===== config.mk =====
export PLATFORM = sky130hd
export DESIGN_NAME = iter_exec_flat
export DESIGN_NICKNAME = d
export VERILOG_FILES = /design/src/rtl/iter_exec_pkg.sv /design/src/rtl/iter_exec_if.sv /design/src/rtl/iter_exec_pat_match.sv /design/src/rtl/iter_exec.sv /design/src/flat_wrapper.sv
export SDC_FILE = /design/constraint.sdc
export NUM_CORES = 1
export LEC_CHECK = 0
export CAP_MARGIN = 20
export CELL_PAD_IN_SITES_DETAIL_PLACEMENT = 1
export CELL_PAD_IN_SITES_GLOBAL_PLACEMENT = 2
export CORE_MARGIN = 2
export CORE_UTILIZATION = 30
export DETAILED_ROUTE_END_ITERATION = 6
export MAX_ROUTING_LAYER = met4
export PLACE_DENSITY_LB_ADDON = 0.1
export SYNTH_ARGS = -nofsm -noshare
export SYNTH_HDL_FRONTEND = slang
export SYNTH_HIERARCHICAL = 1
export SYNTH_SLANG_ARGS = --single-unit
export TNS_END_PERCENT = 50

===== constraint.sdc =====
create_clock -name CLK -period 4.7 [get_ports CLK]
set_input_delay 0.705 -clock CLK [delete_from_list [all_inputs] [get_ports CLK]]
set_output_delay 0.705 -clock CLK [all_outputs]
set_load 0.005 [all_outputs]

===== src/rtl/iter_exec_pkg.sv =====
// rtl/iter_exec_pkg.sv - shared types for the iterative execution unit
package iter_exec_pkg;

  typedef enum logic [1:0] {
    kRLZ = 2'd0,
    kDIV = 2'd1,
    kSEQ = 2'd2,
    kILL = 2'd3
  } iter_op_t;

  typedef enum logic [1:0] {
    IDLE = 2'd0,
    RUN  = 2'd1,
    DONE = 2'd2
  } iter_state_t;

  localparam int DW_DEFAULT = 8;
  localparam int PW_DEFAULT = 4;

  // Opcodes the unit actually executes; anything else reports ERR.
  function automatic logic is_legal(input iter_op_t op);
    return (op != kILL);
  endfunction

endpackage


===== src/rtl/iter_exec_if.sv =====
// rtl/iter_exec_if.sv - launch/result bundle between control and the iterative unit
interface iter_exec_if
  import iter_exec_pkg::*;
#(
  parameter int DW = DW_DEFAULT,
  parameter int PW = PW_DEFAULT
);

  logic          start;
  iter_op_t      OP;
  logic [DW-1:0] INPUTA;
  logic [DW-1:0] INPUTB;
  logic [PW-1:0] INPUTD;
  logic          busy;
  logic          done;
  logic [DW-1:0] RESULT;
  logic [DW-1:0] AUX;
  logic          ZERO;
  logic          ERR;

  modport master (
    output start, OP, INPUTA, INPUTB, INPUTD,
    input  busy, done, RESULT, AUX, ZERO, ERR
  );

  modport slave (
    input  start, OP, INPUTA, INPUTB, INPUTD,
    output busy, done, RESULT, AUX, ZERO, ERR
  );

endinterface


===== src/rtl/iter_exec_pat_match.sv =====
// rtl/iter_exec_pat_match.sv - compares one PW-bit window of the source against the pattern
module iter_exec_pat_match #(
  parameter int DW = 8,
  parameter int PW = 4
) (
  input  logic [DW-1:0] src,
  input  logic [2:0]    win,
  input  logic [PW-1:0] pat,
  output logic          match
);

  logic [DW-1:0] shifted;

  // Window 0 is the most significant PW bits; each step slides one bit toward the LSB.
  always_comb begin
    shifted = src >> (3'(DW - PW) - win);
    match   = (shifted[PW-1:0] == pat);
  end

endmodule


===== src/rtl/iter_exec.sv =====
// rtl/iter_exec.sv - multi-cycle RLZ / DIV / SEQ execution unit
module iter_exec
  import iter_exec_pkg::*;
#(
  parameter int DW = DW_DEFAULT,
  parameter int PW = PW_DEFAULT
) (
  input logic      CLK,
  input logic      reset,
  iter_exec_if.slave bus
);

  localparam logic [DW-1:0] CNT_MAX  = DW'(DW);
  localparam logic [DW-1:0] ONE      = DW'(1);
  localparam logic [2:0]    WIN_LAST = 3'(DW - PW);

  iter_state_t   state, state_nxt;
  iter_op_t      op_q, op_nxt;
  logic [DW-1:0] acc, acc_nxt;
  logic [DW-1:0] cnt, cnt_nxt;
  logic [DW-1:0] div_b, div_b_nxt;
  logic [PW-1:0] pat, pat_nxt;
  logic [2:0]    win, win_nxt;
  logic [DW-1:0] result, result_nxt;
  logic [DW-1:0] aux, aux_nxt;
  logic          zero, zero_nxt;
  logic          err, err_nxt;
  logic          match;
  logic [DW-1:0] seq_cnt;

  // acc doubles as the SEQ source register, so the window compare reads it directly.
  iter_exec_pat_match #(.DW(DW), .PW(PW)) u_pat_match (
    .src   (acc),
    .win   (win),
    .pat   (pat),
    .match (match)
  );

  // State register.
  always_ff @(posedge CLK) begin
    if (reset) state <= IDLE;
    else       state <= state_nxt;
  end

  // Next-state logic and one datapath step per RUN cycle; results are written only on exit.
  always_comb begin
    state_nxt  = state;
    op_nxt     = op_q;
    acc_nxt    = acc;
    cnt_nxt    = cnt;
    div_b_nxt  = div_b;
    pat_nxt    = pat;
    win_nxt    = win;
    result_nxt = result;
    aux_nxt    = aux;
    zero_nxt   = zero;
    err_nxt    = err;
    seq_cnt    = match ? (cnt + ONE) : cnt;

    case (state)
      IDLE: begin
        if (bus.start) begin
          op_nxt    = bus.OP;
          acc_nxt   = bus.INPUTA;
          div_b_nxt = bus.INPUTB;
          pat_nxt   = bus.INPUTD;
          cnt_nxt   = '0;
          win_nxt   = '0;
          err_nxt   = 1'b0;
          state_nxt = RUN;
        end
      end
      RUN: begin
        case (op_q)
          kRLZ: begin
            if (acc[DW-1] || (cnt == CNT_MAX)) begin
              result_nxt = acc;
              aux_nxt    = cnt;
              zero_nxt   = (acc == '0);
              state_nxt  = DONE;
            end else begin
              acc_nxt = {acc[DW-2:0], 1'b0};
              cnt_nxt = cnt + ONE;
            end
          end
          kDIV: begin
            if (div_b == '0) begin
              result_nxt = '1;
              aux_nxt    = acc;
              zero_nxt   = 1'b0;
              err_nxt    = 1'b1;
              state_nxt  = DONE;
            end else if (acc >= div_b) begin
              acc_nxt = acc - div_b;
              cnt_nxt = cnt + ONE;
            end else begin
              result_nxt = cnt;
              aux_nxt    = acc;
              zero_nxt   = (cnt == '0);
              state_nxt  = DONE;
            end
          end
          kSEQ: begin
            if (win == WIN_LAST) begin
              result_nxt = '0;
              aux_nxt    = seq_cnt;
              zero_nxt   = 1'b1;
              state_nxt  = DONE;
            end else begin
              cnt_nxt = seq_cnt;
              win_nxt = win + 3'd1;
            end
          end
          default: begin
            result_nxt = '0;
            aux_nxt    = '0;
            zero_nxt   = 1'b1;
            err_nxt    = !is_legal(op_q);
            state_nxt  = DONE;
          end
        endcase
      end
      DONE:    state_nxt = IDLE;
      default: state_nxt = IDLE;
    endcase
  end

  // Operand, working and result registers.
  always_ff @(posedge CLK) begin
    if (reset) begin
      op_q   <= kRLZ;
      acc    <= '0;
      cnt    <= '0;
      div_b  <= '0;
      pat    <= '0;
      win    <= '0;
      result <= '0;
      aux    <= '0;
      zero   <= 1'b0;
      err    <= 1'b0;
    end else begin
      op_q   <= op_nxt;
      acc    <= acc_nxt;
      cnt    <= cnt_nxt;
      div_b  <= div_b_nxt;
      pat    <= pat_nxt;
      win    <= win_nxt;
      result <= result_nxt;
      aux    <= aux_nxt;
      zero   <= zero_nxt;
      err    <= err_nxt;
    end
  end

  assign bus.busy   = (state == RUN);
  assign bus.done   = (state == DONE);
  assign bus.RESULT = result;
  assign bus.AUX    = aux;
  assign bus.ZERO   = zero;
  assign bus.ERR    = err;

endmodule


===== src/flat_wrapper.sv =====
// flat-port wrapper written by rule: the top's interface ports become plain ports
module iter_exec_flat import iter_exec_pkg::*;
#(
  parameter int DW = DW_DEFAULT,
  parameter int PW = PW_DEFAULT
)
  (CLK, reset, bus_start, bus_OP, bus_INPUTA, bus_INPUTB, bus_INPUTD, bus_busy, bus_done, bus_RESULT, bus_AUX, bus_ZERO, bus_ERR);
  iter_exec_if #(.DW(DW), .PW(PW)) bus_i ();
  input logic CLK;
  input logic reset;
  input wire logic [$bits(bus_i.start)-1:0] bus_start;
  input wire logic [$bits(bus_i.OP)-1:0] bus_OP;
  input wire logic [$bits(bus_i.INPUTA)-1:0] bus_INPUTA;
  input wire logic [$bits(bus_i.INPUTB)-1:0] bus_INPUTB;
  input wire logic [$bits(bus_i.INPUTD)-1:0] bus_INPUTD;
  output wire logic [$bits(bus_i.busy)-1:0] bus_busy;
  output wire logic [$bits(bus_i.done)-1:0] bus_done;
  output wire logic [$bits(bus_i.RESULT)-1:0] bus_RESULT;
  output wire logic [$bits(bus_i.AUX)-1:0] bus_AUX;
  output wire logic [$bits(bus_i.ZERO)-1:0] bus_ZERO;
  output wire logic [$bits(bus_i.ERR)-1:0] bus_ERR;
  assign bus_i.start = bus_start;
  assign bus_i.OP = bus_OP;
  assign bus_i.INPUTA = bus_INPUTA;
  assign bus_i.INPUTB = bus_INPUTB;
  assign bus_i.INPUTD = bus_INPUTD;
  assign bus_busy = bus_i.busy;
  assign bus_done = bus_i.done;
  assign bus_RESULT = bus_i.RESULT;
  assign bus_AUX = bus_i.AUX;
  assign bus_ZERO = bus_i.ZERO;
  assign bus_ERR = bus_i.ERR;
  iter_exec #(.DW(DW), .PW(PW)) u_core (.CLK(CLK), .reset(reset), .bus(bus_i));
endmodule

==> results of run 1 <==
## worst max-delay path, delay by kind of cell (launching register included)
kind / cells / cell delay, ns
buffers and inverters: 1 / 0.12
muxes: 1 / 0.37
adders and majority gates: 1 / 0.25
and+or+nand+nor: 3 / 1.00
DFF: 1 / 0.58
xor gates and xnor gates: 2 / 0.53
AOI/OAI and AO/OA: 3 / 0.98
## stage by stage
step,std cells,worst slack (ns)
2_1_floorplan,444,1.43
3_3_place_gp,610,0.951
3_5_place_dp,611,0.826
4_1_cts,619,0.824
5_1_grt,619,0.584
6_report,619,0.797
## routing by layer
layer  up-vias  track usage [%]  wire length [um]
met5         -                -                 0
met2        55             30.4              5110
met3         8             2.62               314
met1      1606             27.1              6050
met4         0             5.77               142
li1       1678                -                 -
## report_power, final
part | total (W) | switching, W | leakage, nW | internal (W)
Clock | 0.000439 | 0.000186 | 0.0842 | 0.000253
Combinational | 0.000489 | 0.000291 | 0.975 | 0.000197
Sequential | 0.000528 | 0.0000508 | 0.431 | 0.000478
## area by class of cell
class | count | area [um^2] | area share (%)
Multi-Input combinational cell | 336 | 2260 | 52.8
Clock inverter | 3 | 43.8 | 1.03
Sequential cell | 53 | 1060 | 24.8
Tap cell | 143 | 179 | 4.19
Timing Repair Buffer | 53 | 508 | 11.9
Clock buffer | 5 | 125 | 2.93
Inverter | 26 | 97.6 | 2.29
## cell usage in the layout (no fill, tap or decap), drive strengths merged, types with 6 or more instances in the layout
cell type | netlist | final
clkdlybuf4s50 | 0 | 44
o211ai | 14 | 14
nor3 | 17 | 17
o31ai | 7 | 7
nor2 | 29 | 29
buf | 12 | 9
ha | 13 | 13
o221ai | 8 | 8
a22o | 9 | 9
nand2 | 52 | 52
xnor2 | 6 | 6
mux2i | 21 | 21
a211oi | 6 | 6
nand2b | 6 | 6
a21oi | 44 | 44
dfxtp | 53 | 53
nand3 | 12 | 12
inv | 26 | 27
o21ai | 18 | 18
o22ai | 7 | 7
## logic make-up after synthesis
group,count (synthesis),share of synthesized area (%)
flip-flops,53,29.8
AND/OR/NAND/NOR,155,21.7
buffers and inverters,55,6.96
multiplexers,24,7.70
AO/OA/AOI/OAI,132,25.8
XOR/XNOR,11,2.92
adder cells (fa/ha/maj),14,5.13
## cells in the mapped netlist, types with 8 or more instances
| master | number |
|---|---|
| a21oi_1 | 40 |
| a22o_1 | 9 |
| clkbuf_1 | 17 |
| dfxtp_1 | 53 |
| ha_1 | 13 |
| inv_1 | 25 |
| mux2i_1 | 21 |
| nand2_1 | 52 |
| nand3_1 | 12 |
| nor2_1 | 29 |
| nor3_1 | 16 |
| o211ai_1 | 14 |
| o21ai_0 | 13 |
| o221ai_1 | 8 |
## worst max-delay path by stage
stage | startpoint | end | cells past startpoint
2_1_floorplan | u_core/win[0] | u_core/bus.AUX[7] | 14
3_3_place_gp | u_core/win[0] | u_core/cnt[4] | 11
3_5_place_dp | u_core/win[0] | u_core/cnt[5] | 11
4_1_cts | u_core/win[0] | u_core/cnt[5] | 11
5_1_grt | u_core/win[0] | u_core/cnt[5] | 11
6_report | u_core/win[0] | u_core/cnt[5] | 11
## flip-flops by register name (all words and copies together), names as in the netlist, 2 cells and up
signal	count
u_core/pat	4
u_core/op_q	2
u_core/win	3
u_core/cnt	8
u_core/state	2
u_core/bus.AUX	8
u_core/div_b	8
u_core/acc	8
u_core/bus.RESULT	8
==> metrics.txt, run 1 <==
post-synthesis cell count 444; Yosys cell types 67; Via Count 3347; RSZ-0062 raised after global routing false; final WL 11600 um; Placer Congestion 0.835; Syn. warnings 6; Die W 113 um; Max VDD drop 0.143 mV; CP Cell Sequence inv_1 -> ha_1 -> xor2_2 -> mux4_1 -> xor2_1 -> a2111oi_1 -> o2bb2ai_1 -> or3_1 -> nand3_1 -> or4_1 -> a21oi_1; area of the mapped netlist 3560 um^2; Largest stage delay, worst path 0.58 ns; clk_lat worst skew 0.31 ns; clk sinks 53; Slew @ Worst Pin 1.03 ns; Crit Path Category flop to flop; Hold Path End u_core/bus.RESULT[6]; Detailed Place HPWL 8460 um; Initial Util 30.9%; post-cts hold buffer count 0; CP max stage cell dfxtp_1; end of the worst register-to-register path u_core/cnt[5]; Via density 5.41; max_slew headroom 31.4%; Setup-failing EPs final 0; top cells by area, synth dfxtp_1 30%, mux2i_1 5.9%, a21oi_1 5.6%, nand2_1 5.5%, ha_1 4.6%; reg2reg start u_core/win[0]; Area growth syn-to-layout 20.0%; Synth area leader dfxtp_1; post-cts resize count 0; antenna violations before repair 0; Max Slew Vio Count 0; register area share after synthesis 29.8%; # Max-Cap Violations 0; Post-CTS Setup Bufs 0; drt drc 2; Final Hold Vio Count 0; fmax 0.256 GHz; hold path cells 2; Site Rows 39; #FFs+latches synth 53; Post-DRT Antenna Nets 0; syn nets 483; Synth Flop Type dfxtp_1; total gr overflow 0; register-to-register setup slack 0.80 ns; Hold Crit Class flop to flop; Layout Skew 0.00611 ns; Post-synth EDFFs 0; Fin Setup TNS 0 ns; gr usage total 19.7%; worst reg-to-reg path cell count 11; Starting DRT DRC Count 130; WHS 0.456 ns; CTS max path bufs 2; H-tree depth 2; Worst EP required 4.94 ns; Core Area 11500 um^2; worst-path maximum fanout 12; period utilisation layout 83.0%; diodes inserted 0; CP startpoint kind flop; die height 113 um; IO buf count 44; crit path time final 3.90 ns; layout cells sized above 1 7.77%; mean routed wirelength per cell 18.8 um; global-route wire length before repair 19100 um; Filler Cells Inserted 1408; CTS Root Cell clkbuf_16; Placed Area 4100 um^2; maximum number of pins on one net before global-route repair 37; vias in the first global route 3482; PnR Total Power 0.00146 W; crit end category flop; min-delay src u_core/bus.RESULT[6]; CTS buffer count 5; Die ar. 12800 um^2; status complete, but fails checks; CTS clk-pin slew, worst paths 0.07 ns; failing checks DRC; nets@finish 514; Post-Route Utilization 37.1%; pwr/cell area 341 nW/um^2; CTS tree done; TritonRoute pass-1 iters 6; Critical Path AT 4.15 ns; post-synth top area share 29.8%; Post-synth ARST share 0%; fin area 4270 um^2; I/O Pins 45; Mean Syn Cell Area 8.02 um^2; leak pwr 1.49 nW
Power figures use the tool's default switching activity.
==> run 2, diff against run 1 <==
==> constraint.sdc (replaced) <==
create_clock -name CLK -period 3.9 [get_ports CLK]
set_input_delay 0.585 -clock CLK [delete_from_list [all_inputs] [get_ports CLK]]
set_output_delay 0.585 -clock CLK [all_outputs]
set_load 0.005 [all_outputs]
==> metrics.txt, run 2 (synthesized netlist as in run 1, its figures left out) <==
CTS clk-pin slew, worst paths 0.07 ns; worst-path maximum fanout 7; CTS max path bufs 2; failing checks DRC; Worst EP required 4.15 ns; fin worst setup slack 0.596 ns; Die ar. 12800 um^2; Final Hold Vio Count 0; leak pwr 1.52 nW; gr usage total 20.2%; CP startpoint kind flop; vias in the first global route 3624; CTS tree done; fin cells 626; multi-input combinational cell area 2260 um^2; fin area 4320 um^2; Site Rows 39; Max VDD drop 0.142 mV; CP max stage cell a2111oi_1; Detailed Place HPWL 8600 um; Max Slew Vio Count 0; Core Area 11500 um^2; maximum number of pins on one net before global-route repair 37; register area 1060 um^2; Initial Util 30.9%; drt drc 2; final WL 11800 um; die height 113 um; Placer Congestion 0.832; RSZ-0062 raised after global routing false; highest-count cells in the layout ignoring fill and taps 53 x dfxtp_1, 52 x nand2_1, 44 x clkdlybuf4s50_1; PnR Total Power 0.00177 W; antenna violations before repair 0; max_slew headroom 33.1%; commonest non-fill, non-tap cell in the layout dfxtp_1; # Max-Cap Violations 0; Post-CTS Setup Bufs 0; nets@finish 521; Slew @ Worst Pin 1.00 ns; Area growth syn-to-layout 21.4%; Fin Setup TNS 0 ns; Via Count 3462; Setup-failing EPs final 0; CTS Root Cell clkbuf_16; total gr overflow 0; crit path time final 3.30 ns; pre-CTS setup slack 0.648 ns; diodes inserted 0; clk sinks 53; mean routed wirelength per cell 18.9 um; status complete, but fails checks; fmax 0.303 GHz; Via density 5.53; Filler Cells Inserted 1381; post-cts resize count 0; Largest stage delay, worst path 0.39 ns; Placed Area 4150 um^2; Layout Skew 0.00637 ns; global-route wire length before repair 19800 um; clk_lat worst skew 0.30 ns; Placed Instances 618; Starting DRT DRC Count 180; H-tree depth 2; Critical Path AT 3.56 ns; Hold Crit Class flop to flop; CTS buffer count 5; worst reg-to-reg path cell count 13; hold path cells 2; post-cts hold buffer count 0; Crit Path Category flop to flop; pwr/cell area 410 nW/um^2; TritonRoute pass-1 iters 7; I/O Pins 45; IO buf count 44; CP Cell Sequence inv_1 -> ha_1 -> xor2_2 -> mux4_1 -> xor2_1 -> a2111oi_1 -> o2bb2ai_1 -> nand4_1 -> or2_2 -> nor4_1 -> a21oi_1 -> o21ai_0 -> a22o_1; period utilisation layout 84.7%; layout cells sized above 1 8.90%; crit end category flop; Die W 113 um; Post-DRT Antenna Nets 0
-- run 2: cell count changes in the layout (fill, tap and decap cells not counted), sizes merged --
cell    change
buf         +7
inv         -1
clkbuf      +1
-- run 2: cell type report --
type                            instances  area share, %
Clock buffer                            6           2.98
Clock inverter                          2          0.898
Inverter                               26           2.26
Multi-Input combinational cell        336           52.2
Sequential cell                        53           24.6
Tap cell                              143           4.14
Timing Repair Buffer                   60           13.0
-- run 2: power by group --
group	internal, W	switching (W)	total (W)
logic	0.000250	0.000367	0.000617
registers	0.000576	0.0000524	0.000628
clock network	0.000305	0.000224	0.000529
-- run 2: critical path: cells and delay by family (launching register included) --
kind / cells / cell delay, ns
multiplexers: 1 / 0.37
XOR/XNOR: 2 / 0.52
adder cells (fa/ha/maj): 1 / 0.21
flip-flops: 1 / 0.35
buffers and inverters: 1 / 0.06
AO/OA/AOI/OAI: 5 / 1.04
AND/OR/NAND/NOR: 3 / 0.71
-- run 2: stage by stage --
step / hold WS, ns / util [%]
floorplan: 0.444 / -
global placement: 0.443 / 36.1
detailed placement: 0.453 / 36.1
CTS: 0.465 / 37.5
global route: 0.489 / 37.5
finish: 0.463 / 37.5
-- run 2: worst paths after layout --
| kind | start | endpoint | slack, ns |
|---|---|---|---|
| setup / recovery | u_core/win[1] | u_core/bus.AUX[5] | 0.60 |
| hold / removal | u_core/bus.RESULT[7] | u_core/bus.RESULT[7] | 0.46 |
| setup reg to reg | u_core/win[1] | u_core/bus.AUX[5] | 0.60 |
| hold reg to reg | u_core/bus.RESULT[7] | u_core/bus.RESULT[7] | 0.46 |
-- run 2: per-layer routing --
| metal | vias up | global-route usage [%] | share of wire, % |
|---|---|---|---|
| met5 | - | - | 0 |
| met4 | 0 | 4.96 | 0.91 |
| met3 | 10 | 2.68 | 3.8 |
| met2 | 67 | 30.4 | 43 |
| met1 | 1688 | 28.7 | 52 |
| li1 | 1697 | - | - |
==> run 3, diff against run 2 <==
==> constraint.sdc (replaced) <==
create_clock -name CLK -period 3 [get_ports CLK]
set_input_delay 0.45 -clock CLK [delete_from_list [all_inputs] [get_ports CLK]]
set_output_delay 0.45 -clock CLK [all_outputs]
set_load 0.005 [all_outputs]
==> metrics.txt, run 3 (synthesized netlist as in run 1, its figures left out) <==
status complete, but fails checks; failing checks DRC; vias in the first global route 3622; Via density 5.44; CTS tree done; Final Hold Vio Count 0; CTS clk-pin slew, worst paths 0.08 ns; worst-path maximum fanout 6; CTS buffer count 5; Site Rows 39; clk sinks 53; leak pwr 1.59 nW; fin worst setup slack 0.131 ns; diodes inserted 0; clock power share 27.2%; pwr/cell area 516 nW/um^2; Placed Area 4280 um^2; antenna violations before repair 0; max_slew headroom 62.9%; Detailed Place HPWL 8950 um; P_int 0.00144 W; Post-CTS Setup Bufs 0; pre-CTS setup slack -0.00504 ns; Placer Congestion 0.810; Net Switching 0.000874 W; fmax 0.348 GHz; global routing usage on met3 2.25%; Initial Util 30.9%; crit end category flop; crit path time final 2.87 ns; CP Cell Sequence inv_1 -> ha_4 -> xor2_4 -> and3_4 -> or3_4 -> a2111oi_4 -> o2bb2ai_2 -> buf_6 -> nand4_1 -> or2_4 -> a21oi_1 -> o21ai_0 -> a22o_1; met2 Usage GRT 31.4%; Starting DRT DRC Count 223; CTS Root Cell clkbuf_16; highest-count cells in the layout ignoring fill and taps 52 x nand2_1, 52 x dfxtp_1, 44 x clkdlybuf4s50_1; mean routed wirelength per cell 18.6 um; Die ar. 12800 um^2; Critical Path AT 3.08 ns; RSZ-0062 raised after global routing true; Via Count 3488; drt drc 5; Logic pwr share 38.4%; Core Area 11500 um^2; gr usage total 20.2%; met1 usage 28.2%; CTS max path bufs 2; layout cells sized above 1 13.9%; Setup-failing EPs final 0; H-tree depth 2; switch share 37.8%; Max Slew Vio Count 0; die height 113 um; CP max stage cell or3_4; clk_lat worst skew 0.31 ns; global-route wire length before repair 19800 um; maximum number of pins on one net before global-route repair 35; period utilisation layout 95.6%; Worst EP required 3.21 ns; I/O Pins 45; total gr overflow 0; nets@finish 536; fin area 4490 um^2; CP startpoint kind flop; Area growth syn-to-layout 26.2%; # Max-Cap Violations 0; Layout Skew 0.0100 ns; Die W 113 um; final WL 11900 um; sequential share of power 34.4%; IO buf count 44; Largest stage delay, worst path 0.37 ns; Post-DRT Antenna Nets 0; Crit Path Category flop to flop; GR peak layer met2; Hold Crit Class flop to flop; Filler Cells Inserted 1391; Slew @ Worst Pin 0.555 ns; TritonRoute pass-1 iters 7; Max VDD drop 0.220 mV
run 3: power by group through the flow:
stage / logic, W / clock network (W) / registers (W)
2_1_floorplan: 0.000568 / 0 / 0.000806
3_3_place_gp: 0.000854 / 0 / 0.000813
3_5_place_dp: 0.000868 / 0 / 0.000814
4_1_cts: 0.000872 / 0.000652 / 0.000798
5_1_grt: 0.000985 / 0.000669 / 0.000805
6_report: 0.000888 / 0.000630 / 0.000798
run 3: area by class of cell:
class / count / area (um^2) / area share [%]
sequential: 53 / 1060 / 23.7
clock inverter: 3 / 25.0 / 0.557
multi-input combinational: 336 / 2320 / 51.8
timing repair buffer: 75 / 677 / 15.1
clock buffer: 5 / 125 / 2.79
tap: 143 / 179 / 3.98
inverter: 26 / 97.6 / 2.17
run 3: what timing repair did:
| action | in CTS | in global routing |
|---|---|---|
| hold buffers | 0 | 0 |
| pin swaps | 1 | 2 |
| setup endpoints to repair | 1 | 10 |
| resized for setup | 2 | 10 |
| cloned | 0 | 0 |
run 3: worst paths after layout:
kind | start | to | slack [ns] | cells past startpoint
setup / recovery | u_core/win[1] | u_core/bus.AUX[5] | 0.13 | 13
hold reg to reg | u_core/bus.RESULT[2] | u_core/bus.RESULT[2] | 0.46 | 2
hold / removal | u_core/bus.RESULT[2] | u_core/bus.RESULT[2] | 0.46 | 2
setup reg to reg | u_core/win[1] | u_core/bus.AUX[5] | 0.13 | 13
run 3: metrics by stage:
step / std cells / power [W] / hold WS (ns) / utilization (%) / setup TNS (ns)
after floorplan: 444 / 0.00137 / 0.444 / - / 0
after global placement: 633 / 0.00167 / 0.442 / 37.2 / 0
after detailed placement: 633 / 0.00168 / 0.452 / 37.2 / -0.00504
after CTS: 641 / 0.00232 / 0.464 / 38.6 / 0
after global routing: 641 / 0.00246 / 0.492 / 39.0 / -0.0106
final: 641 / 0.00232 / 0.455 / 39.0 / 0
run 3: routing by layer:
layer | part of all wire [%] | up-vias
met5 | 0 | -
li1 | - | 1731
met1 | 51 | 1695
met4 | 1.0 | 0
met2 | 44 | 54
met3 | 3.5 | 8
run 3: critical path, delay by kind of cell, from the launching register on:
family	cells	cell delay [ns]
AND/OR/NAND/NOR	4	0.95
AO/OA/AOI/OAI	5	0.90
flip-flops	1	0.34
buffers and inverters	2	0.23
adder cells (fa/ha/maj)	1	0.18
XOR/XNOR	1	0.17
==> edit 1, RTL diff (flow settings as in run 2) <==
Set the package constant `DW_DEFAULT` to 6 (it was 8).
--- a/src/rtl/iter_exec_pkg.sv
+++ b/src/rtl/iter_exec_pkg.sv
@@ -14,7 +14,7 @@
     DONE = 2'd2
   } iter_state_t;
 
-  localparam int DW_DEFAULT = 8;
+  localparam int DW_DEFAULT = 6;
   localparam int PW_DEFAULT = 4;
 
   // Opcodes the unit actually executes; anything else reports ERR.
Ports: changed (resized bus_AUX, bus_INPUTA, bus_INPUTB and bus_RESULT); port bits go from 45 to 37. No check against the original RTL was run, so the function may have changed too.
==> edit 1 against run 2 <==
Worst setup slack got worse by 0.20 ns. Power decreased by 34%. Synthesized area decreased by 21%. Sequential power decreased by 19%. Via count decreased by 23%. Clock power decreased by 35%. Fmax decreased by 5.8%. Sequential cell count decreased by 10. Cell area decreased by 22%. Critical path type unchanged. Cell count decreased by 20%. Largest power group unchanged. Wire length decreased by 29%.
==> edit 1: results (changes against run 2) <==
[outcome]
status=finished, final reports clean

[cts]
cts_resized=0  ; unchanged
clk_latency_ns=0.30  ; about the same
post_cts_buffers=0  ; unchanged
cts_buffers=5  ; unchanged
cts-root-buf=clkbuf_8
cts.reportedPaths.clkPinSlew_ns=0.08

[logic_synthesis]
synth_seq_area_share=0.306  ; +0.00812
syn_inst=365  ; -18%
synth.distinct_cells=55  ; -18%
synth_area_leaders=dfxtp_1 31%, a21oi_1 7.1%, mux2i_1 7.1%, nand2_1 6.7%, ha_1 5.3%
yosys-top-cells-count=50 x nand2_1, 43 x dfxtp_1, 40 x a21oi_1
synth_nets=399  ; -17%

[critical_path]
critPathMaxFanout=14  ; +7
r2r_setup_slack_ns=0.39  ; -0.20 ns
arrival_ns=3.70  ; +0.14 ns
r2r-start=u_core/win[0]$_SDFFE_PP0P_
cp_top_family=simple AND/OR/NAND/NOR gates
cp_slowest_cell=dfxtp_1
worstRegToRegCells=12  ; -1
cpPeakStageDelay_ns=0.67  ; +0.28 ns

[cells_and_area]
numSequentialCells=43  ; -19%
multi_input_area_mm2=0.00178  ; -21%
bufAreaShareNonClock=0.125  ; -0.00457
inv_count=14  ; -46%
n_all_buffers=44  ; -27%
sh_seq_area=0.256  ; +0.0107
drive_gt1_frac=0.0591  ; -0.0299
nMultiInputCombCells=281  ; -16%
fillers=1114  ; -19%
final_cells=500  ; -20%
multi_input_area_share=0.531  ; +0.00910
antenna_cells=0  ; unchanged
nets=423  ; -19%
clock_cell_area_share=0.0305  ; -0.00826

[pwr]
p_leak_uw=0.00121  ; -21%
ir_drop_mv=0.134  ; -6.2%

[placed_design]
post-place-ws_ns=0.417  ; -0.232 ns
io_buffers=36  ; -18%
dp.cells=493  ; -20%
placed_area_mm2=0.00326  ; -22%
dp_hpwl_mm=6.22  ; -28%
place.gp.congestion=0.741  ; -11%

[route]
drtIter0Drc=76  ; -58%
vias_per_cell=5.31  ; -3.9%
wl_per_cell_um=16.7  ; -11%
firstDrtPassIters=4  ; -3

[worst_hold_path]
hold_class=reg2reg
hold_depth=2  ; unchanged
hold_path_end=u_core/bus.ZERO$_SDFFE_PP0P_
min_from=u_core/bus.ZERO$_SDFFE_PP0P_

[global_route]
grt_pass1_wl_mm=13.9  ; -30%
grt_max_degree=23  ; -38%
grt_usage=0.180  ; -0.0220
grt_pass1_vias=2665  ; -26%

[floorplan]
die_w_um=101  ; -11%

[sta]
slew_headroom=0.437  ; +0.106
skew_ns=0.00540  ; -0.000971 ns
whs_ns=0.456  ; -0.00680 ns

## edit 1: cell types whose count changed in the layout (fill, tap and decap cells not counted), sizes merged, moves of 7 or more
cell,before,now
o211ai,14,3
o221ai,8,0
o31ai,7,0
buf,16,8
dfxtp,53,43
a22o,9,2
clkdlybuf4s50,44,36
inv,26,14
## edit 1: cells by family (layout without fill, tap and decap cells)
kind of cell,after synthesis,in the layout,synth area share
adders and majority gates,13,13,0.0605
muxes,21,21,0.0792
buffers and inverters,41,65,0.0592
xor gates and xnor gates,8,8,0.0276
and+or+nand+nor,141,141,0.244
AOI/OAI and AO/OA,98,98,0.223
DFF,43,43,0.306
## edit 1: routing by layer
layer / wire (um) / up-vias / global-route usage / share of wire
li1: - / 1341 / - / -
met1: 4040 / 1280 / 0.231 / 0.48
met2: 4030 / 30 / 0.299 / 0.48
met3: 224 / 6 / 0.0298 / 0.027
met4: 58 / 0 / 0.0348 / 0.0069
met5: 0 / - / - / 0
## edit 1: worst max-delay path by stage
stage,startpoint,to,slack (ns)
floorplan,u_core/win[0]$_SDFFE_PP0P_,u_core/cnt[1]$_SDFFE_PP0P_,1.11
global placement,u_core/win[0]$_SDFFE_PP0P_,u_core/bus.AUX[5]$_SDFFE_PP0P_,0.52
detailed placement,u_core/win[0]$_SDFFE_PP0P_,u_core/bus.AUX[5]$_SDFFE_PP0P_,0.42
CTS,u_core/win[0]$_SDFFE_PP0P_,u_core/bus.AUX[5]$_SDFFE_PP0P_,0.39
global route,u_core/win[0]$_SDFFE_PP0P_,u_core/bus.AUX[5]$_SDFFE_PP0P_,0.03
finish,u_core/win[0]$_SDFFE_PP0P_,u_core/bus.AUX[5]$_SDFFE_PP0P_,0.39
## edit 1: where the power goes
group / internal (uW) / switching, uW
registers: 462 / 48.9
clock network: 188 / 154
logic: 147 / 177
total: 796 / 380
==> edit 2, RTL diff (config.mk and constraints of run 2) <==
Without the edit above. Make the reset (`reset`) asynchronous in 2 clocked blocks.
--- a/src/rtl/iter_exec.sv
+++ b/src/rtl/iter_exec.sv
@@ -37,7 +37,7 @@
   );
 
   // State register.
-  always_ff @(posedge CLK) begin
+  always_ff @(posedge CLK or posedge reset) begin
     if (reset) state <= IDLE;
     else       state <= state_nxt;
   end
@@ -126,7 +126,7 @@
   end
 
   // Operand, working and result registers.
-  always_ff @(posedge CLK) begin
+  always_ff @(posedge CLK or posedge reset) begin
     if (reset) begin
       op_q   <= kRLZ;
       acc    <= '0;
Behaviour: differs if reset is asserted again (counterexample within 4 cycles, from zero or initial values and one cycle with reset high); with reset held inactive, the same outputs for 4 cycles.
==> edit 2 against run 2 <==
Cell area is 2.1% lower. Clock skew is 0.00079 ns lower. Worst setup slack better by 0.027 ns. Sequential cell count stayed put. Hold slack better by 0.020 ns. Wire length is 10% lower. Critical endpoint is now u_core/cnt[7]$_DFFE_PP0P_. Synthesized area is 0.67% lower. Cell count is 8.0% lower.
Power is not compared: it rests on default switching activity, and its combinational part moved more than twofold at a synthesized area within 25%.
==> edit 2: results (changes against run 2) <==
[route]
wl_met2_mm=4.97  ; -3.1%
drtIter0Drc=105  ; -42%
wl_per_cell_um=18.4  ; -2.4%
met1_length_mm=5.19  ; -15%
firstDrtPassIters=4  ; -3
met3_length_um=279  ; -39%

[critical_path]
cp_slowest_cell=or3_1
worstRegToRegCells=10  ; -3
r2r-start=u_core/win[1]$_DFFE_PP0P_

[cells_and_area]
drive_gt1_frac=0.0855  ; -0.00358
bufAreaShareNonClock=0.118  ; -0.0114
nets=472  ; -9.4%
register_area_mm2=0.00133  ; +25%
clock_cell_area_share=0.0337  ; -0.00507

[sta]
slew_headroom=0.415  ; +0.0838

[worst_hold_path]
hold_path_end=u_core/bus.AUX[4]$_DFFE_PP0P_

[placed_design]
dp_hpwl_mm=7.93  ; -7.8%
place.gp.congestion=0.806  ; -3.1%

[logic_synthesis]
synth_area_leaders=dfrtp_1 38%, nand2_1 5.7%, ha_1 4.6%, o21ai_0 4.2%, nor2_1 3.6%
synth.distinct_cells=61  ; -9.0%
synth_seq_area_share=0.375  ; +0.0770
synthFlopType=dfrtp_1
synthArstFlopShare=1.00  ; +1.00

[outcome]
status=finished, final reports clean

[global_route]
grt_pass1_vias=3236  ; -11%
grtUsageMet1=0.248  ; -0.0385
grtUsageMet2=0.288  ; -0.0154

[edit 2: changes by cell type in the layout (fill, tap and decap cells not counted), sizes merged, moves of 11 or more]
cell    change
dfxtp      -53
dfrtp      +53
o211ai     -13
a21oi      -24
nor3       -11
o21ai      +13
[edit 2: cell families (layout without fill, tap and decap cells)]
logic type	after synthesis	after routing	share of synthesized area
simple gates	142	142	0.187
mux	21	21	0.0718
buf+inv	47	80	0.0587
flops	53	53	0.375
xor+xnor	15	15	0.0393
fa+ha+maj	14	14	0.0517
compound gates	108	108	0.216
[edit 2: through the flow]
stage | utilization | instances | power (uW)
after floorplan | - | 400 | 2520
after global placement | 0.356 | 569 | 3200
after detailed placement | 0.356 | 569 | 3230
after CTS | 0.369 | 576 | 3710
after global routing | 0.369 | 576 | 4010
final | 0.369 | 576 | 3660
[edit 2: worst max path at each step]
stage / start / endpoint / slack (ns) / depth (start not counted)
after CTS: u_core/win[1]$_DFFE_PP0P_ / u_core/cnt[7]$_DFFE_PP0P_ / 0.62 / 10
after global placement: u_core/win[1]$_DFFE_PP0P_ / u_core/cnt[7]$_DFFE_PP0P_ / 0.77 / 10
final: u_core/win[1]$_DFFE_PP0P_ / u_core/cnt[7]$_DFFE_PP0P_ / 0.62 / 10
after floorplan: u_core/win[0]$_DFFE_PP0P_ / u_core/cnt[7]$_DFFE_PP0P_ / 0.80 / 12
after global routing: u_core/win[1]$_DFFE_PP0P_ / u_core/cnt[7]$_DFFE_PP0P_ / 0.33 / 10
after detailed placement: u_core/win[1]$_DFFE_PP0P_ / u_core/cnt[7]$_DFFE_PP0P_ / 0.66 / 10
[edit 2: report_power, final]
group          internal (uW)  total (uW)  switching [uW]
registers                762        1060             300
clock network            253         459             206
logic                    934        2140            1200
